[config.mk]
export PLATFORM = sky130hd
export DESIGN_NAME = frame_sram_reader_flat
export DESIGN_NICKNAME = d
export VERILOG_FILES = /design/src/rtl/frame_sram_reader_pkg.sv /design/src/rtl/frame_sram_reader_if.sv /design/src/rtl/frame_sram_reader_fifo.sv /design/src/rtl/frame_sram_reader.sv /design/src/flat_wrapper.sv
export SDC_FILE = /design/constraint.sdc
export NUM_CORES = 1
export LEC_CHECK = 0
export ABC_AREA = 1
export CAP_MARGIN = 20
export CORE_MARGIN = 2
export CORE_UTILIZATION = 55
export CTS_BUF_LIST = sky130_fd_sc_hd__clkbuf_4
export CTS_CLUSTER_DIAMETER = 100
export DETAILED_ROUTE_END_ITERATION = 12
export MAX_ROUTING_LAYER = met4
export PLACE_DENSITY = 0.77
export SYNTH_ARGS = -nofsm -noshare
export SYNTH_HDL_FRONTEND = slang
export SYNTH_SLANG_ARGS = --single-unit
[constraint.sdc]
create_clock -name clk -period 5.3 [get_ports clk]
set_input_delay 1.59 -clock clk [delete_from_list [all_inputs] [get_ports clk]]
set_output_delay 1.59 -clock clk [all_outputs]
set_load 0.01 [all_outputs]
[src/rtl/frame_sram_reader_pkg.sv]
// Shared types for the frame SRAM read-back engine.
// State encoding, FIFO sizing and the buffered pixel entry.
package frame_rd_pkg;

  typedef enum logic [1:0] {
    IDLE,
    RUN,
    DRAIN,
    DONE
  } frd_state_t;

  localparam int FRD_FIFO_DEPTH = 2;
  localparam int FRD_CNT_BITS =
    $clog2(FRD_FIFO_DEPTH + 1);

  typedef struct packed {
    logic [7:0] data;
    logic       eol;
    logic       eof;
  } frd_entry_t;

endpackage

[src/rtl/frame_sram_reader_if.sv]
// SRAM read port plus outgoing pixel stream.
// master = reader engine, slave = SRAM/sink side.
interface frame_sram_reader_if #(
  parameter int ADDR_BITS = 16
);
  logic                 mem_we;
  logic [ADDR_BITS-1:0] mem_addr;
  logic [7:0]           mem_data_in;
  logic                 pix_valid;
  logic                 pix_ready;
  logic [7:0]           pix_data;
  logic                 pix_eol;
  logic                 pix_eof;

  modport master (
    output mem_we,
    output mem_addr,
    input  mem_data_in,
    output pix_valid,
    input  pix_ready,
    output pix_data,
    output pix_eol,
    output pix_eof
  );

  modport slave (
    input  mem_we,
    input  mem_addr,
    output mem_data_in,
    input  pix_valid,
    output pix_ready,
    input  pix_data,
    input  pix_eol,
    input  pix_eof
  );
endinterface

[src/rtl/frame_sram_reader_fifo.sv]
// Two-entry register FIFO; the head register is slot s0,
// so stream outputs come straight from flops.
module pix_fifo2
  import frame_rd_pkg::*;
(
  input  logic                    clk,
  input  logic                    rst_n,
  input  logic                    push,
  input  frd_entry_t              din,
  input  logic                    pop,
  output frd_entry_t              head,
  output logic [FRD_CNT_BITS-1:0] count
);

  frd_entry_t s0;
  frd_entry_t s1;

  always_ff @(posedge clk or negedge rst_n) begin
    if (!rst_n) begin
      s0    <= '0;
      s1    <= '0;
      count <= '0;
    end else begin
      case ({push, pop})
        2'b10: begin
          if (count == '0) s0 <= din;
          else             s1 <= din;
          count <= count + 1'b1;
        end
        2'b01: begin
          s0    <= s1;
          count <= count - 1'b1;
        end
        2'b11: begin
          if (count == 2'd1) begin
            s0 <= din;
          end else begin
            s0 <= s1;
            s1 <= din;
          end
        end
        default: ;
      endcase
    end
  end

  assign head = s0;

  localparam logic [FRD_CNT_BITS-1:0] FULL =
    FRD_CNT_BITS'(FRD_FIFO_DEPTH);

  a_no_ovf: assert property (
    @(posedge clk) disable iff (!rst_n)
    !(push && !pop && count == FULL));

  a_no_unf: assert property (
    @(posedge clk) disable iff (!rst_n)
    !(pop && count == '0));

endmodule

[src/rtl/frame_sram_reader.sv]
// Raster read-back of a W x H byte region from the
// image SRAM into a valid/ready pixel stream.
module frame_sram_reader
  import frame_rd_pkg::*;
#(
  parameter int ADDR_BITS = 16,
  parameter int DIM_BITS  = 16
) (
  input  logic                 clk,
  input  logic                 aclr_n,
  input  logic                 start,
  input  logic [ADDR_BITS-1:0] cfg_base,
  input  logic [DIM_BITS-1:0]  cfg_width,
  input  logic [DIM_BITS-1:0]  cfg_height,
  output logic                 busy,
  output logic                 done,
  frame_sram_reader_if.master  bus
);

  frd_state_t           state;
  logic [ADDR_BITS-1:0] ptr;
  logic [DIM_BITS-1:0]  w;
  logic [DIM_BITS-1:0]  h;
  logic [DIM_BITS-1:0]  col;
  logic [DIM_BITS-1:0]  row;
  logic                 inflight;
  logic                 fl_eol;
  logic                 fl_eof;

  frd_entry_t              head;
  frd_entry_t              din;
  logic [FRD_CNT_BITS-1:0] occ;
  logic [2:0]              load;
  logic                    pop;
  logic                    issue;
  logic                    col_last;
  logic                    row_last;
  logic                    go;
  logic                    zero_dim;

  assign bus.mem_we    = 1'b0;
  assign bus.mem_addr  = ptr;
  assign bus.pix_valid = (occ != '0);
  assign bus.pix_data  = head.data;
  assign bus.pix_eol   = head.eol;
  assign bus.pix_eof   = head.eof;

  assign pop      = bus.pix_valid & bus.pix_ready;
  assign col_last = (col == w - 1'b1);
  assign row_last = (row == h - 1'b1);
  assign go       = start &&
                    (state == IDLE || state == DONE);
  assign zero_dim = (cfg_width == '0) ||
                    (cfg_height == '0);

  // buffered + returning - leaving must leave room
  assign load  = 3'(occ) + 3'(inflight) - 3'(pop);
  assign issue = (state == RUN) && (load < 3'd2);

  assign din = '{data: bus.mem_data_in,
                 eol:  fl_eol,
                 eof:  fl_eof};

  pix_fifo2 u_fifo (
    .clk   (clk),
    .rst_n (aclr_n),
    .push  (inflight),
    .din   (din),
    .pop   (pop),
    .head  (head),
    .count (occ)
  );

  always_ff @(posedge clk or negedge aclr_n) begin
    if (!aclr_n) begin
      state    <= IDLE;
      busy     <= 1'b0;
      done     <= 1'b0;
      ptr      <= '0;
      w        <= '0;
      h        <= '0;
      col      <= '0;
      row      <= '0;
      inflight <= 1'b0;
      fl_eol   <= 1'b0;
      fl_eof   <= 1'b0;
    end else begin
      inflight <= issue;
      fl_eol   <= col_last;
      fl_eof   <= col_last && row_last;
      if (issue) begin
        ptr <= ptr + 1'b1;
        if (col_last) begin
          col <= '0;
          row <= row + 1'b1;
        end else begin
          col <= col + 1'b1;
        end
      end
      unique case (state)
        IDLE, DONE: begin
          if (go && zero_dim) begin
            state <= DONE;
            done  <= 1'b1;
          end else if (go) begin
            state <= RUN;
            busy  <= 1'b1;
            done  <= 1'b0;
            w     <= cfg_width;
            h     <= cfg_height;
            col   <= '0;
            row   <= '0;
            ptr   <= cfg_base;
          end
        end
        RUN: begin
          if (issue && col_last && row_last)
            state <= DRAIN;
        end
        DRAIN: begin
          if (pop && head.eof) begin
            state <= DONE;
            busy  <= 1'b0;
            done  <= 1'b1;
          end
        end
        default: state <= IDLE;
      endcase
    end
  end

endmodule

[src/flat_wrapper.sv]
// flat-port wrapper written by rule: the top's interface ports become plain ports
module frame_sram_reader_flat import frame_rd_pkg::*;
#(
  parameter int ADDR_BITS = 16,
  parameter int DIM_BITS  = 16
)
  (clk, aclr_n, start, cfg_base, cfg_width, cfg_height, busy, done, bus_mem_we, bus_mem_addr, bus_mem_data_in, bus_pix_valid, bus_pix_ready, bus_pix_data, bus_pix_eol, bus_pix_eof);
  frame_sram_reader_if #(.ADDR_BITS(ADDR_BITS)) bus_i ();
  input  logic clk;
  input  logic aclr_n;
  input  logic start;
  input  logic [ADDR_BITS-1:0] cfg_base;
  input  logic [DIM_BITS-1:0] cfg_width;
  input  logic [DIM_BITS-1:0] cfg_height;
  output logic busy;
  output logic done;
  output wire logic [$bits(bus_i.mem_we)-1:0] bus_mem_we;
  output wire logic [$bits(bus_i.mem_addr)-1:0] bus_mem_addr;
  input wire logic [$bits(bus_i.mem_data_in)-1:0] bus_mem_data_in;
  output wire logic [$bits(bus_i.pix_valid)-1:0] bus_pix_valid;
  input wire logic [$bits(bus_i.pix_ready)-1:0] bus_pix_ready;
  output wire logic [$bits(bus_i.pix_data)-1:0] bus_pix_data;
  output wire logic [$bits(bus_i.pix_eol)-1:0] bus_pix_eol;
  output wire logic [$bits(bus_i.pix_eof)-1:0] bus_pix_eof;
  assign bus_mem_we = bus_i.mem_we;
  assign bus_mem_addr = bus_i.mem_addr;
  assign bus_i.mem_data_in = bus_mem_data_in;
  assign bus_pix_valid = bus_i.pix_valid;
  assign bus_i.pix_ready = bus_pix_ready;
  assign bus_pix_data = bus_i.pix_data;
  assign bus_pix_eol = bus_i.pix_eol;
  assign bus_pix_eof = bus_i.pix_eof;
  frame_sram_reader #(.ADDR_BITS(ADDR_BITS), .DIM_BITS(DIM_BITS)) u_core (.clk(clk), .aclr_n(aclr_n), .start(start), .cfg_base(cfg_base), .cfg_width(cfg_width), .cfg_height(cfg_height), .busy(busy), .done(done), .bus(bus_i));
endmodule
==> results of run 1 <==
## synth_stat cells, types with 2 or more instances
master / count / area share [%]
o21bai_1: 2 / 0.22
buf_4: 3 / 0.33
xor2_1: 26 / 3.3
nor4_1: 11 / 1.0
nor2_4: 7 / 1.2
o22ai_1: 10 / 0.92
a211oi_1: 3 / 0.33
nor3b_1: 5 / 0.55
inv_1: 136 / 7.5
a21oi_1: 25 / 1.8
clkbuf_1: 10 / 0.55
nand2_1: 259 / 14
nand3_2: 3 / 0.44
o21ai_0: 60 / 4.4
mux2_2: 9 / 1.5
dfrtp_1: 109 / 40
nand4_1: 9 / 0.82
nand3b_1: 7 / 0.77
nor2_8: 2 / 0.59
ha_1: 13 / 2.4
nor2_2: 10 / 0.92
xnor2_1: 16 / 2.0
nand3_1: 62 / 4.5
o21ai_1: 3 / 0.22
or2_2: 2 / 0.18
nor3_1: 17 / 1.2
buf_1: 7 / 0.38
nand2_4: 2 / 0.33
nor2_1: 97 / 5.3
buf_2: 3 / 0.22
## routing by layer
layer,vias up,share of wire (%),wire length (um)
met5,-,0,0
met4,0,0.72,112
met3,10,4.4,680
met2,122,47,7330
met1,2820,48,7380
li1,3136,-,-
## through the flow
step | worst slack, ns | area, sq um
6_report | 0.880 | 8120
3_5_place_dp | 0.391 | 7880
3_3_place_gp | 0.477 | 7880
2_1_floorplan | 1.29 | 6840
5_1_grt | 0.596 | 8120
4_1_cts | 0.952 | 8110
## cell type report
type | instances | share of cell area [%]
inverter | 137 | 6.34
clock buffer | 10 | 0.925
clock inverter | 6 | 1.96
tap | 168 | 2.59
sequential | 109 | 33.6
antenna | 1 | 0.0308
timing repair buffer | 96 | 11.6
multi-input combinational | 671 | 43.0
## registers in the layout, indices dropped and copies added (netlist names), 2 cells and up
register / count
u_core.state: 2
u_core.bus.mem_addr: 16
u_core.w: 16
u_core.h: 16
u_core.u_fifo.count: 2
u_core.row: 16
u_core.col: 16
u_core.u_fifo.head: 10
u_core.u_fifo.s1: 10
## tightest hold or removal path, stage by stage, from the launching register on
cell,delay [ns]
dfrtp_1,0.37
nand2_1,0.05
o21ai_0,0.06
## worst max path at each step
| stage | end | startpoint | cells after the start | slack [ns] |
|---|---|---|---|---|
| floorplan | u_core.col[12] | bus_pix_ready | 17 | 1.29 |
| global placement | u_core.bus.mem_addr[15] | bus_pix_ready | 18 | 0.48 |
| detailed placement | u_core.bus.mem_addr[15] | bus_pix_ready | 18 | 0.39 |
| CTS | u_core.bus.mem_addr[15] | bus_pix_ready | 18 | 0.95 |
| global route | u_core.bus.mem_addr[15] | bus_pix_ready | 18 | 0.60 |
| finish | u_core.bus.mem_addr[15] | bus_pix_ready | 18 | 0.88 |
## kinds of logic (layout without fill, tap and decap cells)
| family | count (synthesis) | after routing | synth area share, % |
|---|---|---|---|
| mux | 9 | 9 | 1.48 |
| simple gates | 499 | 499 | 32.9 |
| other cells | 1 | 2 | 0.0549 |
| xor+xnor | 43 | 43 | 5.71 |
| compound gates | 105 | 105 | 8.11 |
| buf+inv | 161 | 249 | 9.17 |
| flops | 109 | 109 | 39.9 |
| fa+ha+maj | 14 | 14 | 2.67 |
## power breakdown
group          internal, W  leakage [nW]  total, W  switching (W)
registers          0.00110          1.39   0.00136       0.000262
clock network     0.000340         0.121  0.000616       0.000276
logic             0.000801          2.38   0.00192        0.00111
total              0.00224          3.90   0.00389        0.00165
==> flow_metrics.env, run 1 <==
export IMPL_total_power_w=0.00389
export IMPL_critPathCaptureType="register"
export IMPL_r2r_cells=20
export IMPL_final_common_cell="nand2_1"
export IMPL_cp_data_arrival_time_ns=4.83
export IMPL_max_cap_viol_count=0
export IMPL_drc=0
export IMPL_root_buffer="clkbuf_4"
export IMPL_final_cell_mix="nand2_1 (259), inv_1 (136), dfrtp_1 (109)"
export IMPL_ys_ff_latch=109
export IMPL_regToRegSetupSlack_ns=1.59
export IMPL_power_leakage_nw=3.90
export IMPL_r2r_end="u_core.bus.mem_addr[15]"
export IMPL_syn_to_final_growth_pct=18.7
export IMPL_syn_cell_area_sq_um=6840
export IMPL_cts_tree="built"
export IMPL_gr_usage_all_layers_pct=25.9
export IMPL_worst_path_most_repeated_cell="nand2_1"
export IMPL_clock_sinks=109
export IMPL_yosysWarnings=0
export IMPL_antenna_left=0
export IMPL_drive_above_1_share_pct=6.22
export IMPL_met2_usage_pct=40.5
export IMPL_antenna_found_initial=1
export IMPL_grt_max_degree=74
export IMPL_cp_required_ns=5.71
export IMPL_fin_setup_tns_ns=0
export IMPL_start_kind="input port"
export IMPL_fin_nets=1098
export IMPL_grt_pass1_wl_um=26600
export IMPL_whs_ns=0.509
export IMPL_clock_skew_ns=0.0141
export IMPL_post_route_util_pct=67.3
export IMPL_drt_wl_total_um=15500
export IMPL_wl_per_cell_um=12.9
export IMPL_hold_path_class="reg -> reg"
export IMPL_crit_buf_inv=3
export IMPL_worstHoldStart="u_core.u_fifo.s1[2]"
export IMPL_num_io_pins=90
export IMPL_grt_ovfl_total=0
export IMPL_critical_path_cell_chain="clkdlybuf4s50_1, nand2_1, inv_1, ha_1, nor2_1, fa_1, a21oi_1, nand2_1, nor3_1, nand2_1, nor2_1, nand2_1, nor2_1, nand2_1, xor2_1, nand2_1, o21ai_0, inv_1"
export IMPL_rsz0062_at_grt="no"
export IMPL_use_met3_pct=5.07
export IMPL_synth_edf_count=0
export IMPL_path_clk_slew_ns=0.16
export IMPL_maxSlewHeadroom_pct=41.6
export IMPL_tightest_slew_ns=0.877
export IMPL_outcome="finished clean"
export IMPL_cpPeakStageDelay_ns=0.46
export IMPL_period_needed_ns=4.42
export IMPL_dieArea_sq_um=13300
export IMPL_die_w_um=115
export IMPL_fillers=1063
export IMPL_grt_pass1_vias=5608
export IMPL_hpwl_um=11600
export IMPL_h_tree_depth=3
export IMPL_busiest_layer="met2"
export IMPL_clk_latency_ns=0.50
export IMPL_floorplan_rows=40
export IMPL_synth_main_ff_cell="dfrtp_1"
export IMPL_crit_type="in -> reg"
export IMPL_hold_path_depth=2
export IMPL_ys_async_sr_fraction_pct=100
export IMPL_vias=6088
export IMPL_slowest_stage="clkdlybuf4s50_1"
export IMPL_min_to="u_core.u_fifo.s1[2]"
export IMPL_cp_max_fo=9
export IMPL_crit_reg2reg_launch="u_core.u_fifo.count[1]"
export IMPL_start_util_pct=56.7
export IMPL_multi_input_area_sq_um=3490
export IMPL_cts_buffer_depth=2
export IMPL_viasPerCell=5.08
export IMPL_cts_made_buffers=9
export IMPL_gp_congestion=0.925
export IMPL_cpLargestDelayFamily="simple AND/OR/NAND/NOR gates"
export IMPL_powerDensity_nw_per_um2=479
export IMPL_portBuffers=88
export IMPL_core_area_sq_um=12100
export IMPL_syn_inst=941
export IMPL_regArea_sq_um=2730
export IMPL_synth_area_per_cell_sq_um=7.27
export IMPL_drv_slew=0
export IMPL_synth_distinct_cells=43
export IMPL_placed_cells=1181
export IMPL_setup_violations=0
export IMPL_drt_iter0_drc=479
export IMPL_die_h_um=115
export IMPL_hold_viol=0
export IMPL_period_share_pct=83.4
export IMPL_ir_drop_mv=0.255
export IMPL_ctsHoldBuffers=0
export IMPL_finalNonFillerCells=1198
export IMPL_synth_fp_nets=1015
export IMPL_yosysSeqAreaShare_pct=39.9
export IMPL_first_pass_iters=5
export IMPL_cts_setup_buffers=0
export IMPL_grt_use_met1_pct=35.2
export IMPL_max_freq_ghz=0.226
export IMPL_post_cts_resize_count=0
Power figures use the tool's default switching activity.
==> run 2: changes to the inputs <==
CORE_UTILIZATION = 52   (was 55)
PLACE_DENSITY = 0.76   (was 0.77)
clock period = 3.6 ns   (was 5.3 ns; I/O delays follow)
==> run 2 against run 1 <==
Against the previous run: hold slack about the same; worst setup slack got worse by 0.73 ns; clock skew fell by 0.00061 ns; via count up 1.3%; sequential cell count did not move; clock-buffer cell count fell by 1; sequential power increased by 47%; die area rose by 5.6%; critical path type unchanged.
==> flow_metrics.env, run 2 (synthesized netlist as in run 1, its figures left out) <==
export IMPL_fin_nets=1124
export IMPL_power_internal_w=0.00321
export IMPL_met2_usage_pct=39.7
export IMPL_outcome="finished clean"
export IMPL_syn_to_final_growth_pct=22.0
export IMPL_die_w_um=119
export IMPL_clock_skew_ns=0.0135
export IMPL_cp_required_ns=4.01
export IMPL_wl_per_cell_um=12.7
export IMPL_place_area_sq_um=8120
export IMPL_final_common_cell="nand2_1"
export IMPL_hpwl_um=11800
export IMPL_use_met3_pct=4.44
export IMPL_drive_above_1_share_pct=9.48
export IMPL_cts_made_buffers=9
export IMPL_powerDensity_nw_per_um2=687
export IMPL_switching_share_pct=43.9
export IMPL_grt_max_degree=110
export IMPL_core_area_sq_um=12700
export IMPL_crit_type="in -> reg"
export IMPL_vias=6165
export IMPL_gr_usage_all_layers_pct=24.4
export IMPL_path_clk_slew_ns=0.17
export IMPL_p_seq_share_pct=35.0
export IMPL_max_cap_viol_count=0
export IMPL_grt_pass1_vias=5970
export IMPL_cp_data_arrival_time_ns=3.86
export IMPL_setup_violations=0
export IMPL_clk_latency_ns=0.49
export IMPL_ctsHoldBuffers=0
export IMPL_cpPeakStageDelay_ns=0.47
export IMPL_h_tree_depth=3
export IMPL_fin_area_sq_um=8340
export IMPL_grt_ovfl_total=0
export IMPL_preCtsSetupSlack_ns=-0.559
export IMPL_period_share_pct=95.8
export IMPL_rsz0062_at_grt="no"
export IMPL_antenna_left=0
export IMPL_grt_use_met1_pct=31.6
export IMPL_power_frac_comb_pct=52.3
export IMPL_drt_wl_total_um=15600
export IMPL_start_util_pct=53.7
export IMPL_root_buffer="clkbuf_4"
export IMPL_critPathCaptureType="register"
export IMPL_gp_congestion=0.927
export IMPL_die_h_um=119
export IMPL_hold_viol=0
export IMPL_viasPerCell=5.02
export IMPL_clock_sinks=109
export IMPL_hold_path_class="reg -> reg"
export IMPL_cts_tree="built"
export IMPL_p_clk_share_pct=12.7
export IMPL_portBuffers=88
export IMPL_busiest_layer="met2"
export IMPL_start_kind="input port"
export IMPL_first_pass_iters=5
export IMPL_grt_pass1_wl_um=27400
export IMPL_maxSlewHeadroom_pct=50.6
export IMPL_power_leakage_nw=4.02
export IMPL_drv_slew=0
export IMPL_num_io_pins=90
export IMPL_p_switching_w=0.00252
export IMPL_dieArea_sq_um=14100
export IMPL_slowest_stage="clkdlybuf4s50_1"
export IMPL_drc=0
export IMPL_critical_path_cell_chain="clkdlybuf4s50_1, nand2_1, inv_1, ha_1, nor2_1, fa_1, a21oi_2, nand2_4, nor2_4, nand3_1, nor2_2, nand2_2, inv_2, nand3_1, nor2_1, nand3_1, xor2_1, nor2_1"
export IMPL_cts_buffer_depth=2
export IMPL_antenna_found_initial=1
export IMPL_max_freq_ghz=0.290
export IMPL_tightest_slew_ns=0.736
export IMPL_period_needed_ns=3.45
export IMPL_ir_drop_mv=0.356
export IMPL_final_cell_mix="nand2_1 (257), inv_1 (134), dfrtp_1 (109)"
export IMPL_crit_buf_inv=3
export IMPL_drt_iter0_drc=367
export IMPL_cpLargestDelayFamily="simple AND/OR/NAND/NOR gates"
export IMPL_cp_max_fo=7
export IMPL_floorplan_rows=41
export IMPL_setup_ws_ns=0.152
## run 2: cell types whose count changed in the layout (fill, tap and decap cells not counted), sizes merged
cell | before | now
bufinv | 5 | 2
clkbuf | 10 | 9
buf | 9 | 35
inv | 136 | 139
clkinvlp | 0 | 1
## run 2: timing repair
action | in CTS | in global routing
pin swaps | 0 | 6
setup endpoints to repair | 2 | 12
resized for setup | 1 | 11
buffers inserted | 0 | 1
## run 2: worst paths after layout
kind | slack (ns) | startpoint | depth (start not counted) | endpoint
min in group asynchronous | 0.61 | aclr_n | 2 | u_core.bus.mem_addr[12]
max in group asynchronous | 2.51 | aclr_n | 2 | u_core.busy
worst max-delay path | 0.15 | bus_pix_ready | 18 | u_core.col[15]
worst min-delay path | 0.51 | u_core.u_fifo.s1[6] | 2 | u_core.u_fifo.s1[6]
worst max register to register | 0.37 | u_core.u_fifo.count[1] | 20 | u_core.col[15]
worst min register to register | 0.51 | u_core.u_fifo.s1[6] | 2 | u_core.u_fifo.s1[6]
## run 2: per-stage QoR
| stage | utilization, % | cells | TNS [ns] | hold slack, ns | total power (W) |
|---|---|---|---|---|---|
| final | 65.6 | 1228 | 0 | 0.509 | 0.00573 |
| after global routing | 65.6 | 1228 | 0 | 0.543 | 0.00625 |
| after CTS | 65.2 | 1226 | 0 | 0.511 | 0.00571 |
| after detailed placement | 63.8 | 1210 | -12.93 | 0.474 | 0.00496 |
| after global placement | 63.8 | 1210 | -7.85 | 0.466 | 0.00489 |
| after floorplan | - | 941 | 0 | 0.453 | 0.00394 |
## run 2: power groups by stage
| stage | logic, W | registers (W) | clock network [W] |
|---|---|---|---|
| finish | 0.00300 | 0.00200 | 0.000726 |
| global route | 0.00339 | 0.00207 | 0.000794 |
| CTS | 0.00296 | 0.00200 | 0.000747 |
| detailed placement | 0.00295 | 0.00202 | 0 |
| global placement | 0.00288 | 0.00202 | 0 |
| floorplan | 0.00194 | 0.00200 | 0 |
## run 2: routing by layer
| layer | share of wire (%) | vias to the layer above |
|---|---|---|
| met1 | 48 | 2838 |
| met3 | 4.2 | 19 |
| met5 | 0 | - |
| li1 | - | 3195 |
| met2 | 47 | 113 |
| met4 | 1.1 | 0 |
## run 2: worst min-delay path, stage by stage, from the launching register on
cell     delay (ns)
dfrtp_1        0.38
nand2_1        0.05
o21ai_0        0.06
## run 2: cell type report
cell class | count | area, sq um
diodes | 1 | 2.50
clock buffers | 9 | 67.6
clock inverters | 7 | 105
fillers | 1173 | 4380
inverters | 137 | 514
multi-input cells | 671 | 3530
flip-flops and latches | 109 | 2730
well taps | 172 | 215
repair buffers | 122 | 1180
